**src/rtl/mem_arb_pkg.sv**
```systemverilog
// mem_arb_pkg -- shared types and constants for the two-port memory arbiter.
//   arb_state_t : FSM state encoding (IDLE / ACCESS / RESP)
//   PORT_CPU    : index of port 0 (CPU)
//   PORT_AUX    : index of port 1 (loader/debug)
//   STREAK_W    : width of the consecutive-grant counter
package mem_arb_pkg;

    typedef enum logic [1:0] {
        IDLE   = 2'd0,
        ACCESS = 2'd1,
        RESP   = 2'd2
    } arb_state_t;

    localparam logic PORT_CPU = 1'b0;
    localparam logic PORT_AUX = 1'b1;

    localparam int STREAK_W = 4;

endpackage

```
**src/rtl/mem_arb_pick.sv**
```systemverilog
// mem_arb_pick -- combinational winner selection for mem_arbiter.
// Ports:
//   p0_req, p1_req   : request lines of the two ports
//   last_winner      : port granted most recently
//   streak_at_limit  : last_winner has used up its burst allowance
//   winner           : selected port index
// Build option: MEM_ARB_ROUND_ROBIN_EN selects round-robin for simultaneous
// requests; without it port 0 has fixed priority. The burst limit applies
// in both builds.
module mem_arb_pick
    import mem_arb_pkg::*;
(
    input  logic p0_req,
    input  logic p1_req,
    input  logic last_winner,
    input  logic streak_at_limit,
    output logic winner
);

    always_comb begin
        winner = PORT_CPU;
        if (p0_req && p1_req) begin
            // The burst limit forces a hand-over before the normal policy.
            if (streak_at_limit) begin
                winner = ~last_winner;
            end else begin
`ifdef MEM_ARB_ROUND_ROBIN_EN
                winner = ~last_winner;
`else
                winner = PORT_CPU;
`endif
            end
        end else if (p1_req) begin
            winner = PORT_AUX;
        end
    end

endmodule

```
**src/rtl/mem_arbiter.sv**
```systemverilog
// mem_arbiter -- two-port arbiter in front of a single-ported memory.
// Each access takes IDLE -> ACCESS -> RESP, one cycle each.
// Ports:
//   clk, reset                 : clock, synchronous active-low reset
//   pN_req/we/addr/wdata       : request from port N (0 = CPU, 1 = aux)
//   pN_done, pN_rdata          : completion pulse and read data of port N
//   mem_addr, mem_wdata        : latched access address / write data
//   mem_read, mem_write        : one-cycle memory strobes (ACCESS only)
//   mem_rdata                  : memory read data, valid cycle after mem_read
//   busy                       : high whenever the FSM is not IDLE
// Build option: MEM_ARB_ROUND_ROBIN_EN (see mem_arb_pick).
// BURST_MAX must lie in 1..15 to fit the streak counter.
module mem_arbiter
    import mem_arb_pkg::*;
#(
    parameter int ADDR_W    = 32,
    parameter int DATA_W    = 32,
    parameter int BURST_MAX = 4
) (
    input  logic              clk,
    input  logic              reset,
    input  logic              p0_req,
    input  logic              p1_req,
    input  logic              p0_we,
    input  logic              p1_we,
    input  logic [ADDR_W-1:0] p0_addr,
    input  logic [ADDR_W-1:0] p1_addr,
    input  logic [DATA_W-1:0] p0_wdata,
    input  logic [DATA_W-1:0] p1_wdata,
    output logic              p0_done,
    output logic              p1_done,
    output logic [DATA_W-1:0] p0_rdata,
    output logic [DATA_W-1:0] p1_rdata,
    output logic [ADDR_W-1:0] mem_addr,
    output logic [DATA_W-1:0] mem_wdata,
    output logic              mem_read,
    output logic              mem_write,
    input  logic [DATA_W-1:0] mem_rdata,
    output logic              busy
);

    // state  | meaning
    // IDLE   | waiting for a request; winner chosen and latched here
    // ACCESS | latched address/data on the bus, one read or write strobe
    // RESP   | memory data returned to the winner, winner's done pulses

    localparam logic [STREAK_W-1:0] BURST_LIM = STREAK_W'(BURST_MAX);

    arb_state_t          state;
    logic                winner_q;
    logic                we_q;
    logic                last_winner;
    logic [STREAK_W-1:0] streak;
    logic [DATA_W-1:0]   p0_rdata_q;
    logic [DATA_W-1:0]   p1_rdata_q;
    logic                pick;
    logic                at_limit;

    assign at_limit = (streak == BURST_LIM);

    mem_arb_pick u_pick (
        .p0_req          (p0_req),
        .p1_req          (p1_req),
        .last_winner     (last_winner),
        .streak_at_limit (at_limit),
        .winner          (pick)
    );

    always_ff @(posedge clk) begin
        if (!reset) begin
            state       <= IDLE;
            winner_q    <= PORT_CPU;
            we_q        <= 1'b0;
            mem_addr    <= '0;
            mem_wdata   <= '0;
            streak      <= '0;
            last_winner <= PORT_AUX;
            p0_rdata_q  <= '0;
            p1_rdata_q  <= '0;
        end else begin
            case (state)
                IDLE: begin
                    if (p0_req || p1_req) begin
                        winner_q    <= pick;
                        we_q        <= pick ? p1_we    : p0_we;
                        mem_addr    <= pick ? p1_addr  : p0_addr;
                        mem_wdata   <= pick ? p1_wdata : p0_wdata;
                        last_winner <= pick;
                        // Saturate so a lone requester keeps the limit flag set.
                        if (pick == last_winner) begin
                            streak <= at_limit ? streak : streak + 1'b1;
                        end else begin
                            streak <= STREAK_W'(1);
                        end
                        state <= ACCESS;
                    end
                end
                ACCESS: state <= RESP;
                RESP: begin
                    if (winner_q == PORT_CPU) p0_rdata_q <= mem_rdata;
                    else                      p1_rdata_q <= mem_rdata;
                    state <= IDLE;
                end
                default: state <= IDLE;
            endcase
        end
    end

    assign busy      = (state != IDLE);
    assign mem_read  = (state == ACCESS) && !we_q;
    assign mem_write = (state == ACCESS) &&  we_q;
    assign p0_done   = (state == RESP) && (winner_q == PORT_CPU);
    assign p1_done   = (state == RESP) && (winner_q == PORT_AUX);

    // Memory data only arrives during RESP, so the done cycle forwards it
    // directly; the register keeps it afterwards.
    assign p0_rdata  = p0_done ? mem_rdata : p0_rdata_q;
    assign p1_rdata  = p1_done ? mem_rdata : p1_rdata_q;

endmodule
```
**config.mk**
```make
export PLATFORM = sky130hd
export DESIGN_NAME = mem_arbiter
export DESIGN_NICKNAME = d
export VERILOG_FILES = /design/src/rtl/mem_arb_pkg.sv /design/src/rtl/mem_arb_pick.sv /design/src/rtl/mem_arbiter.sv
export SDC_FILE = /design/constraint.sdc
export NUM_CORES = 1
export LEC_CHECK = 0
export CORE_MARGIN = 10
export CORE_UTILIZATION = 43
export CTS_BUF_LIST = sky130_fd_sc_hd__clkbuf_4 sky130_fd_sc_hd__clkbuf_8
export CTS_CLUSTER_SIZE = 8
export DETAILED_ROUTE_END_ITERATION = 10
export PLACE_DENSITY = 0.86
export SYNTH_ARGS = -nofsm -noshare
export SYNTH_HDL_FRONTEND = slang
export SYNTH_SLANG_ARGS = --single-unit
```
**constraint.sdc**
```tcl
create_clock -name clk -period 2.7 [get_ports clk]
set_clock_uncertainty 0.1 [all_clocks]
set_input_delay 0.54 -clock clk [delete_from_list [all_inputs] [get_ports clk]]
set_output_delay 0.54 -clock clk [all_outputs]
set_load 0.01 [all_outputs]
```
# Yosys cells after proc, flatten, opt, wreduce, memory -nomap -nowiden
# Cells that the tools add are included.
dict set report classes {
  addsub 1
  eq_ne 6
  n_mux 12
  n_bitwise 2
  n_reduce_logical 13
}
# cell n
set ops {}
lappend ops {{$mux 32} 4}
lappend ops {{$mux 4} 2}
lappend ops {{$reduce_and 2->1} 3}
lappend ops {{$logic_and 1x1->1} 5}
lappend ops {{$add 4x1->4 const B} 1}
lappend ops {{$eq 4x3->1 const B} 1}
lappend ops {{$mux 1} 4}
lappend ops {{$ne 2x2->1 const B} 2}
lappend ops {{$pmux 2 s2} 1}
lappend ops {{$reduce_and 3->1} 1}
lappend ops {{$eq 2x1->1 const B} 1}
lappend ops {{$eq 2x2->1 const B} 1}
lappend ops {{$logic_not 2->1} 1}
lappend ops {{$mux 2} 1}
lappend ops {{$not 1->1} 2}
lappend ops {{$reduce_bool 2->1} 1}
lappend ops {{$eq 1x1->1} 1}
lappend ops {{$logic_not 1->1} 1}
lappend ops {{$logic_or 1x1->1} 1}
dict set report word_totals {
  regBits 137
  elab_cells 43
}

# Longest topological paths before layout
# Gate-level depths: netlist of the first run.
dict set report depth {
  ltp_word 6
  depth_mapped 8
}

# By module
# From an unflattened synthesis of the first run, not the netlist that was laid out.
dict set report hier_totals {
  hier_cells 555
  area_unflattened_um2 5935.7
}
# module n_inst cells_each area_each_um2
set by_module_without_submodules {}
lappend by_module_without_submodules {mem_arbiter 1 553 5921.9}
lappend by_module_without_submodules {mem_arb_pick 1 2 13.8}

# Least setup slack after synthesis of the first run
# Ideal clock, no wire load.
dict set report synth_path {
  path_type {reg-to-output}
  from {register state[1]}
  to {output port p0_rdata[0]}
  arrival_ns 1.289
  t_required_ns 2.060
  setup_slack_ns 0.771
  path_stages_with_launch 4
  n_path_buf 1
  cell_sequence {dfxtp_1 nor3b_4 buf_4 mux2_2}
}
dict set report synth_via {
  elab_chain_len 3
}
# item line_no
set synth_rtl {}
lappend synth_rtl {{start, declared} mem_arbiter.sv:49} ;# arb_state_t state;
lappend synth_rtl {{start signal, assigned} mem_arbiter.sv:71} ;# state <= IDLE;
lappend synth_rtl {{start signal, assigned} mem_arbiter.sv:95} ;# state <= ACCESS;
lappend synth_rtl {{start signal, assigned} mem_arbiter.sv:98} ;# ACCESS: state <= RESP;
lappend synth_rtl {{$eq 2x2->1} mem_arbiter.sv:112} ;# assign p0_done = (state == RESP) && (winner_q == PORT_CPU);
lappend synth_rtl {{$logic_and 1x1->1} mem_arbiter.sv:112}
lappend synth_rtl {{named net p0_done} mem_arbiter.sv:30} ;# output logic p0_done,
lappend synth_rtl {{$mux 32} mem_arbiter.sv:117} ;# assign p0_rdata = p0_done ? mem_rdata : p0_rdata_q;
lappend synth_rtl {{end, declared} mem_arbiter.sv:32} ;# output logic [DATA_W-1:0] p0_rdata,
# The timed path passes the listed nets, and every way through them passes these cells.

# Final worst setup path of the first run
dict set report layout_path {
  from {register winner_q}
  to {output port p0_rdata[28]}
}
dict set report layout_via {
  elab_chain_len 3
}
# item line_no
set layout_rtl {}
lappend layout_rtl {{start, declared} mem_arbiter.sv:50} ;# logic winner_q;
lappend layout_rtl {{start signal, assigned} mem_arbiter.sv:84} ;# winner_q <= pick;
lappend layout_rtl {{$not 1->1 (no source line)} --}
lappend layout_rtl {{$logic_and 1x1->1} mem_arbiter.sv:112}
lappend layout_rtl {{$mux 32} mem_arbiter.sv:117}
# Every way passes these cells.

==> summary.log, run 1 <==
INFO  outcome        result_of_the_run=complete, no violations
INFO  worst_setup_path timing.critical_path.from_type=flop
INFO  floorplan      die_area=18100squm
INFO  cts            cts_tree=done
INFO  global_route   largest_net_degree_at_the_start_of_global_routing=142
INFO  pwr            power_density=554nW/um^2
INFO  timing         finalHoldViolCount=0
INFO  synthesis      asyncSetResetFlopFracSynth=0%
INFO  timing         final.period_utilization=96.1%
INFO  cts            clock_sink_count=137
INFO  global_route   grt-ovfl-total=0
INFO  route          dr_wl_met2=10100microns
INFO  timing         worst-slew-pin-transition=0.585ns
INFO  final_layout   post_route_cells_drive_above_1_share=23.0%
INFO  floorplan      start_util=44.2%
INFO  route          avgRoutedWirePerCell=21.4microns
INFO  worst_setup_path endpoint_kind=primary output
INFO  global_route   global_route.usage.total=21.8%
INFO  pwr            fin_total_pwr=5.15mW
INFO  worst_setup_path crit_path_cell_trace=nor3b_4 -> buf_12 -> clkbuf_16 -> mux2_2 -> clkdlybuf4s15_1
INFO  pwr            worst_vdd_ir=0.336mV
INFO  cts            cts_max_level=4
INFO  worst_setup_path required_time_of_the_worst_setup_path=2.06ns
INFO  synthesis      synth_sequential_area_ratio=48.7%
INFO  synthesis      postSynthNetCount=654
INFO  synthesis      synthesis.area=5630squm
INFO  synthesis      number_of_flops_mapped_to_enable_cells_by_yosys=0
INFO  timing         max_freq=0.386GHz
INFO  global_route   first_global_vias=5554
INFO  timing         period_minus_slack=2.59ns
INFO  place          numPortBuffers=298
INFO  pwr            total_leakage_power=3.84nW
INFO  route          drt.antenna.violating_nets=0
INFO  worst_setup_path ff2ff_path_depth=7
INFO  route          via_count=5045
INFO  route          met1_routed_wirelength_after_detailed_routing=7710microns
INFO  worst_setup_path crit_arrival=1.95ns
INFO  cts            worst_skew_pair.late_latency=0.43ns
INFO  final_layout   syn2layout_area_growth=64.9%
INFO  cts            cts-buffers-inserted=17
INFO  place          detailed_placer_s_ending_hpwl=14800microns
INFO  run            timing.max_cap.violations=0
INFO  route          top_metal_layer_carrying_routed_signals=met4
INFO  synthesis      yosys_most_used_dff=sky130_fd_sc_hd__dfxtp_1
INFO  worst_setup_path crit_fanout=8
INFO  synthesis      synth.lib_cells_used.distinct=36
INFO  synthesis      synth.ff_latch_count=137
INFO  floorplan      placementRows=41
INFO  worst_setup_path kind_of_critical_path=flop to primary output
INFO  cts            clockBufferDepth=2
INFO  timing         timing.slew.headroom=61.0%
INFO  hold_path      hold_class=flop to flop
INFO  global_route   antenna_violations_before_repair=1
INFO  hold_path      hold_path_depth=2
INFO  floorplan      die_width=134microns
INFO  place          gp_congestion=0.807
INFO  synthesis      synthesis.area_per_instance=11.6squm
INFO  timing         final_number_of_setup_violating_endpoints=0
INFO  route          wl_met3=2160microns
INFO  global_route   grt_first_pass_wirelength=31200microns
INFO  route          drt_iter0_markers=241
INFO  floorplan      core_region_area=12700squm
INFO  worst_setup_path critical-path-max-stage-delay=0.35ns
INFO  cts            clock_pin_slew_reported_for_the_worst_setup_and_hold_paths_after_clock_tree_synthesis=0.07ns
INFO  route          detailedRoute.firstPassIterationCount=4
INFO  worst_setup_path slowest_cp_cell=sky130_fd_sc_hd__dfxtp_1
INFO  timing         setup_repair_after_global_routing_missed_its_margin=false
INFO  final_layout   final_net_count=942
INFO  timing         tns=0ns
INFO  floorplan      boundaryPins=299
INFO  cts            cts_root_buf=sky130_fd_sc_hd__clkbuf_8
INFO  route          finalWirelength=20500microns
INFO  final_layout   nFillCells=877
INFO  route          post_drt_via_cell_ratio=5.26
INFO  timing         final_max_slew_viol_count=0
INFO  cts            cts_hold_buffers=0
INFO  synthesis      synth_warnings=0
INFO  floorplan      chipHeight=134microns
INFO  synthesis      synthesized_netlist_cell_count=486
INFO  route          drc_violations_left=0
-- synth_stat cells (3+ instances only) --
cell                       number  area share (%)
sky130_fd_sc_hd__dfxtp_1      137              49
sky130_fd_sc_hd__and2_1        65             7.2
sky130_fd_sc_hd__o21a_1        65             8.7
sky130_fd_sc_hd__o221a_2       63              13
sky130_fd_sc_hd__mux2_2        61              12
sky130_fd_sc_hd__clkbuf_1      18             1.2
sky130_fd_sc_hd__buf_2         14             1.2
sky130_fd_sc_hd__buf_4         11             1.5
sky130_fd_sc_hd__inv_1          6            0.40
sky130_fd_sc_hd__nand2_1        5            0.33
sky130_fd_sc_hd__nand3_1        5            0.44
sky130_fd_sc_hd__and3b_1        3            0.47
sky130_fd_sc_hd__mux2_1         3            0.60
sky130_fd_sc_hd__nand3b_1       3            0.40
sky130_fd_sc_hd__o21ai_0        3            0.27
-- cell families after synthesis --
group	Yosys count	share of synthesized area (%)
compound gates	142	23.2
fa+ha+maj	2	0.444
buf+inv	49	4.31
flops	137	48.7
mux	65	13.0
simple gates	91	10.3
-- state kept, by name (all words and copies together) (netlist names) --
signal and count:
p1_rdata_q 32, mem_wdata 32, we_q 1, state 2, mem_addr 32, last_winner 1, streak 4, winner_q 1
p0_rdata_q 32
-- cell usage in the layout (no fill, tap or decap), types with 2 or more instances in the layout --
cell and count:
sky130_fd_sc_hd__and2_1 65, sky130_fd_sc_hd__and3b_1 3, sky130_fd_sc_hd__buf_12 6, sky130_fd_sc_hd__buf_16 3, sky130_fd_sc_hd__buf_4 4, sky130_fd_sc_hd__bufinv_16 3, sky130_fd_sc_hd__clkbuf_16 2, sky130_fd_sc_hd__clkbuf_2 3
sky130_fd_sc_hd__clkbuf_4 2, sky130_fd_sc_hd__clkbuf_8 21, sky130_fd_sc_hd__clkdlybuf4s15_1 29, sky130_fd_sc_hd__clkdlybuf4s50_1 233, sky130_fd_sc_hd__clkinv_2 4, sky130_fd_sc_hd__dfxtp_1 135, sky130_fd_sc_hd__dfxtp_4 2, sky130_fd_sc_hd__dlygate4sd2_1 32
sky130_fd_sc_hd__ha_1 2, sky130_fd_sc_hd__inv_1 6, sky130_fd_sc_hd__mux2_1 3, sky130_fd_sc_hd__mux2_2 61, sky130_fd_sc_hd__nand2_1 5, sky130_fd_sc_hd__nand3_1 4, sky130_fd_sc_hd__nand3b_1 3, sky130_fd_sc_hd__o21a_1 65
sky130_fd_sc_hd__o21ai_0 3, sky130_fd_sc_hd__o221a_1 2, sky130_fd_sc_hd__o221a_2 63
-- worst max-delay path: cells and delay by family (launching register included) --
| family | cells | cell delay (ns) |
|---|---|---|
| DFF | 1 | 0.35 |
| buffers and inverters | 3 | 0.59 |
| and+or+nand+nor | 1 | 0.24 |
| muxes | 1 | 0.34 |
-- cell type report --
type / instances / area (sq um) / area share (%)
timing repair buffer: 312 / 3200 / 34.5
sequential: 137 / 2750 / 29.6
multi-input combinational: 300 / 2670 / 28.8
clock buffer: 23 / 304 / 3.27
tap: 172 / 215 / 2.32
clock inverter: 8 / 118 / 1.27
inverter: 6 / 22.5 / 0.243
antenna: 1 / 2.50 / 0.0270
-- through the flow --
step | instance area (sq um) | utilization, % | instances | setup WS (ns) | hold slack (ns)
finish | 9280 | 73.0 | 959 | 0.106 | 0.410
global route | 9280 | 73.0 | 959 | 0.00907 | 0.452
CTS | 9200 | 72.3 | 956 | 0.0126 | 0.416
detailed placement | 8760 | 68.9 | 920 | 0.223 | 0.407
global placement | 8760 | 68.9 | 920 | 0.285 | 0.377
floorplan | 5630 | - | 486 | 0.771 | 0.365
-- metal layers --
layer  up-vias  track usage (%)
li1       2384                -
met1      2410             23.0
met2       218             36.8
met3        33             10.7
met4         0             8.40
met5         -                0
-- power by group --
part           internal, mW  switching, mW  leakage (nW)
logic                 0.694          0.446          2.50
registers              2.16         0.0797          1.13
clock network          1.02          0.745         0.218
-- what timing repair did --
| action | 4_1_cts | 5_1_grt |
|---|---|---|
| pin swaps | 1 | 0 |
| gates cloned | 2 | 2 |
| setup endpoints to repair | 64 | 30 |
| buffers inserted | 3 | 0 |
| resized for setup | 70 | 36 |
-- path summary, 6_finish.rpt --
check | from | to | slack, ns
worst min-delay path | streak[1]$_SDFFE_PN0P_ | streak[1]$_SDFFE_PN0P_ | 0.41
worst max-delay path | winner_q$_SDFFE_PN0P_ | p0_rdata[28] | 0.11
worst max register to register | streak[0]$_SDFFE_PN0P_ | mem_wdata[13]$_SDFFE_PN0P_ | 0.76
worst min register to register | streak[1]$_SDFFE_PN0P_ | streak[1]$_SDFFE_PN0P_ | 0.41
No activity file was read; power rests on OpenSTA's default activity.
==> run 2: changes to the inputs <==
--- a/config.mk
+++ b/config.mk
@@ -6,11 +6,11 @@
 export NUM_CORES = 1
 export LEC_CHECK = 0
 export CORE_MARGIN = 10
-export CORE_UTILIZATION = 43
+export CORE_UTILIZATION = 41
 export CTS_BUF_LIST = sky130_fd_sc_hd__clkbuf_4 sky130_fd_sc_hd__clkbuf_8
 export CTS_CLUSTER_SIZE = 8
 export DETAILED_ROUTE_END_ITERATION = 10
-export PLACE_DENSITY = 0.86
+export PLACE_DENSITY = 0.82
 export SYNTH_ARGS = -nofsm -noshare
 export SYNTH_HDL_FRONTEND = slang
 export SYNTH_SLANG_ARGS = --single-unit
==> constraint.sdc (replaced) <==
create_clock -name clk -period 2.42 [get_ports clk]
set_clock_uncertainty 0.1 [all_clocks]
set_input_delay 0.484 -clock clk [delete_from_list [all_inputs] [get_ports clk]]
set_output_delay 0.484 -clock clk [all_outputs]
set_load 0.01 [all_outputs]
==> summary.log, run 2 (synthesized netlist as in run 1, its figures left out) <==
INFO  timing         final_number_of_setup_violating_endpoints=16 [+16]
INFO  cts            clockBufferDepth=2 [unchanged]
INFO  timing         worst-slew-pin-transition=0.559ns [-0.0259 ns]
INFO  global_route   grt-ovfl-total=0 [unchanged]
INFO  cts            worst_skew_pair.late_latency=0.43ns [about the same]
INFO  cts            cts_root_buf=sky130_fd_sc_hd__clkbuf_8
INFO  pwr            total_leakage_power=3.95nW [+2.6%]
INFO  final_layout   final_net_count=952 [+1.1%]
INFO  hold_path      hold_path_depth=2 [unchanged]
INFO  cts            clock_sink_count=137 [unchanged]
INFO  final_layout   fin_cells=973 [+1.5%]
INFO  timing         setup_repair_after_global_routing_missed_its_margin=true
INFO  worst_setup_path crit_fanout=8 [unchanged]
INFO  place          gp_congestion=0.824 [+2.2%]
INFO  floorplan      start_util=42.2% [-2.1 points]
INFO  final_layout   leading_cell_type_in_the_layout_fill_and_taps_excluded=sky130_fd_sc_hd__clkdlybuf4s50_1
INFO  hold_path      hold_class=flop to flop
INFO  timing         final.setup.worst_slack=-0.0282ns [-0.135 ns]
INFO  timing         period_minus_slack=2.45ns
INFO  pwr            worst_vdd_ir=0.325mV [-3.2%]
INFO  pwr            share_comb_of_total_power=21.9% [-0.2 points]
INFO  place          dp_cells=927 [+0.76%]
INFO  global_route   largest_net_degree_at_the_start_of_global_routing=142 [unchanged]
INFO  worst_setup_path timing.critical_path.from_type=flop
INFO  final_layout   finish.instance_area=9450squm [+1.8%]
INFO  floorplan      core_region_area=13300squm [+4.9%]
INFO  cts            clock_pin_slew_reported_for_the_worst_setup_and_hold_paths_after_clock_tree_synthesis=0.07ns [about the same]
INFO  pwr            sw_frac_of_total=24.6% [-0.076 points]
INFO  final_layout   final_util=70.8% [-2.1 points]
INFO  route          post_drt_via_cell_ratio=5.25 [-0.21%]
INFO  outcome        result_of_the_run=finished with violations
INFO  route          detailedRoute.firstPassIterationCount=4 [unchanged]
INFO  floorplan      die_width=137microns [+2.1%]
INFO  place          numPortBuffers=298 [unchanged]
INFO  place          preCtsSetupSlack=0.106ns [-0.116 ns]
INFO  cts            cts_max_level=4 [unchanged]
INFO  cts            cts_tree=done
INFO  global_route   first_global_vias=5382 [-3.1%]
INFO  timing         max_freq=0.408GHz
INFO  route          avgRoutedWirePerCell=21.4microns [+0.34%]
INFO  outcome        failed_checks=negative setup slack
INFO  route          via_count=5108 [+1.2%]
INFO  route          finalWirelength=20800microns [+1.8%]
INFO  final_layout   syn2layout_area_growth=67.9%
INFO  timing         tns=-0.281ns [-0.281 ns]
INFO  timing         final_max_slew_viol_count=0 [unchanged]
INFO  run            timing.max_cap.violations=0 [unchanged]
INFO  timing         timing.slew.headroom=62.7% [+1.7 points]
INFO  pwr            power.net_switching=1.49mW [+18%]
INFO  final_layout   nFillCells=946 [+7.9%]
INFO  final_layout   register_area=2750squm [-0.14%]
INFO  route          drc_violations_left=0 [unchanged]
INFO  worst_setup_path required_time_of_the_worst_setup_path=1.84ns [-0.22 ns]
INFO  floorplan      chipHeight=137microns [+2.1%]
INFO  final_layout   mostFrequentLayoutCells=sky130_fd_sc_hd__clkdlybuf4s50_1, sky130_fd_sc_hd__dfxtp_1, sky130_fd_sc_hd__o21a_1, sky130_fd_sc_hd__and2_1, sky130_fd_sc_hd__o221a_2
INFO  global_route   global_route.usage.total=21.0% [-0.89 points]
INFO  final_layout   post_route_cells_drive_above_1_share=32.2% [+9.2 points]
INFO  floorplan      die_area=18800squm [+4.1%]
INFO  final_layout   antenna-diode-count=0 [-1]
INFO  worst_setup_path ff2ff_path_depth=7 [unchanged]
INFO  final_layout   multiInputGateArea=2780squm [+4.1%]
INFO  route          drt.antenna.violating_nets=0 [unchanged]
INFO  pwr            power_density=642nW/um^2 [+16%]
INFO  timing         final.period_utilization=101%
INFO  cts            cts-buffers-inserted=17 [unchanged]
INFO  place          detailed_placer_s_ending_hpwl=14400microns [-2.8%]
INFO  floorplan      placementRows=42 [+2.4%]
INFO  timing         hold_slack=0.398ns [-0.0118 ns]
INFO  pwr            pwr-share-seq=41.1% [-2.4 points]
INFO  place          dpl-instance-area=8790squm [+0.31%]
INFO  worst_setup_path crit_arrival=1.86ns [-0.09 ns]
INFO  pwr            internal_power=4.58mW [+18%]
INFO  worst_setup_path kind_of_critical_path=flop to primary output
INFO  route          drt_iter0_markers=214 [-11%]
INFO  timing         finalHoldViolCount=0 [unchanged]
INFO  pwr            fin_total_pwr=6.07mW [+18%]
INFO  floorplan      boundaryPins=299 [unchanged]
INFO  global_route   antenna_violations_before_repair=0 [-1]
INFO  pwr            power_frac_clock=37.0% [+2.7 points]
INFO  global_route   grt_first_pass_wirelength=30500microns [-2.3%]
INFO  worst_setup_path endpoint_kind=primary output
-- run 2: path summary, 6_finish.rpt --
kind	from	endpoint	slack (ns)
max	state[0]$_SDFFE_PN0P_	p0_rdata[24]	-0.03
min	winner_q$_SDFFE_PN0P_	winner_q$_SDFFE_PN0P_	0.40
max reg2reg	streak[0]$_SDFFE_PN0P_	mem_wdata[14]$_SDFFE_PN0P_	0.51
min reg2reg	winner_q$_SDFFE_PN0P_	winner_q$_SDFFE_PN0P_	0.40
-- run 2: cell type report --
type                       instances  share of cell area [%]
inverter                           6                   0.238
tap                              176                    2.33
clock buffer                      22                    3.14
sequential                       137                    29.0
multi-input combinational        300                    29.4
timing repair buffer             322                    33.8
clock inverter                    10                    2.00
-- run 2: routing by layer --
metal	track usage [%]	vias up	part of all wire [%]
met1	22.1	2454	38
met4	6.21	0	1.3
met5	0	-	0
li1	-	2412	-
met3	10.3	17	10
met2	36.2	225	50
-- run 2: critical path, cell delays in order, from the launching register on --
cell and delay, ns:
sky130_fd_sc_hd__dfxtp_2 0.34, sky130_fd_sc_hd__nor3b_4 0.19, sky130_fd_sc_hd__buf_6 0.18, sky130_fd_sc_hd__buf_12 0.13, sky130_fd_sc_hd__buf_16 0.14, sky130_fd_sc_hd__mux2_4 0.32, sky130_fd_sc_hd__buf_6 0.12
-- run 2: repair_timing --
item,4_1_cts,5_1_grt
setup endpoints to repair,67,44
gates resized for setup,255,59
pin swaps,1,0
buffers inserted,5,3
hold buffers,0,0
cloned,5,2
-- run 2: power by group through the flow --
| stage | clock network [mW] | logic, mW | registers [mW] |
|---|---|---|---|
| finish | 2.25 | 1.33 | 2.50 |
| floorplan | 0 | 0.479 | 2.59 |
| global route | 2.39 | 1.42 | 2.51 |
| CTS | 2.30 | 1.32 | 2.50 |
| detailed placement | 0 | 1.28 | 2.54 |
| global placement | 0 | 1.25 | 2.53 |
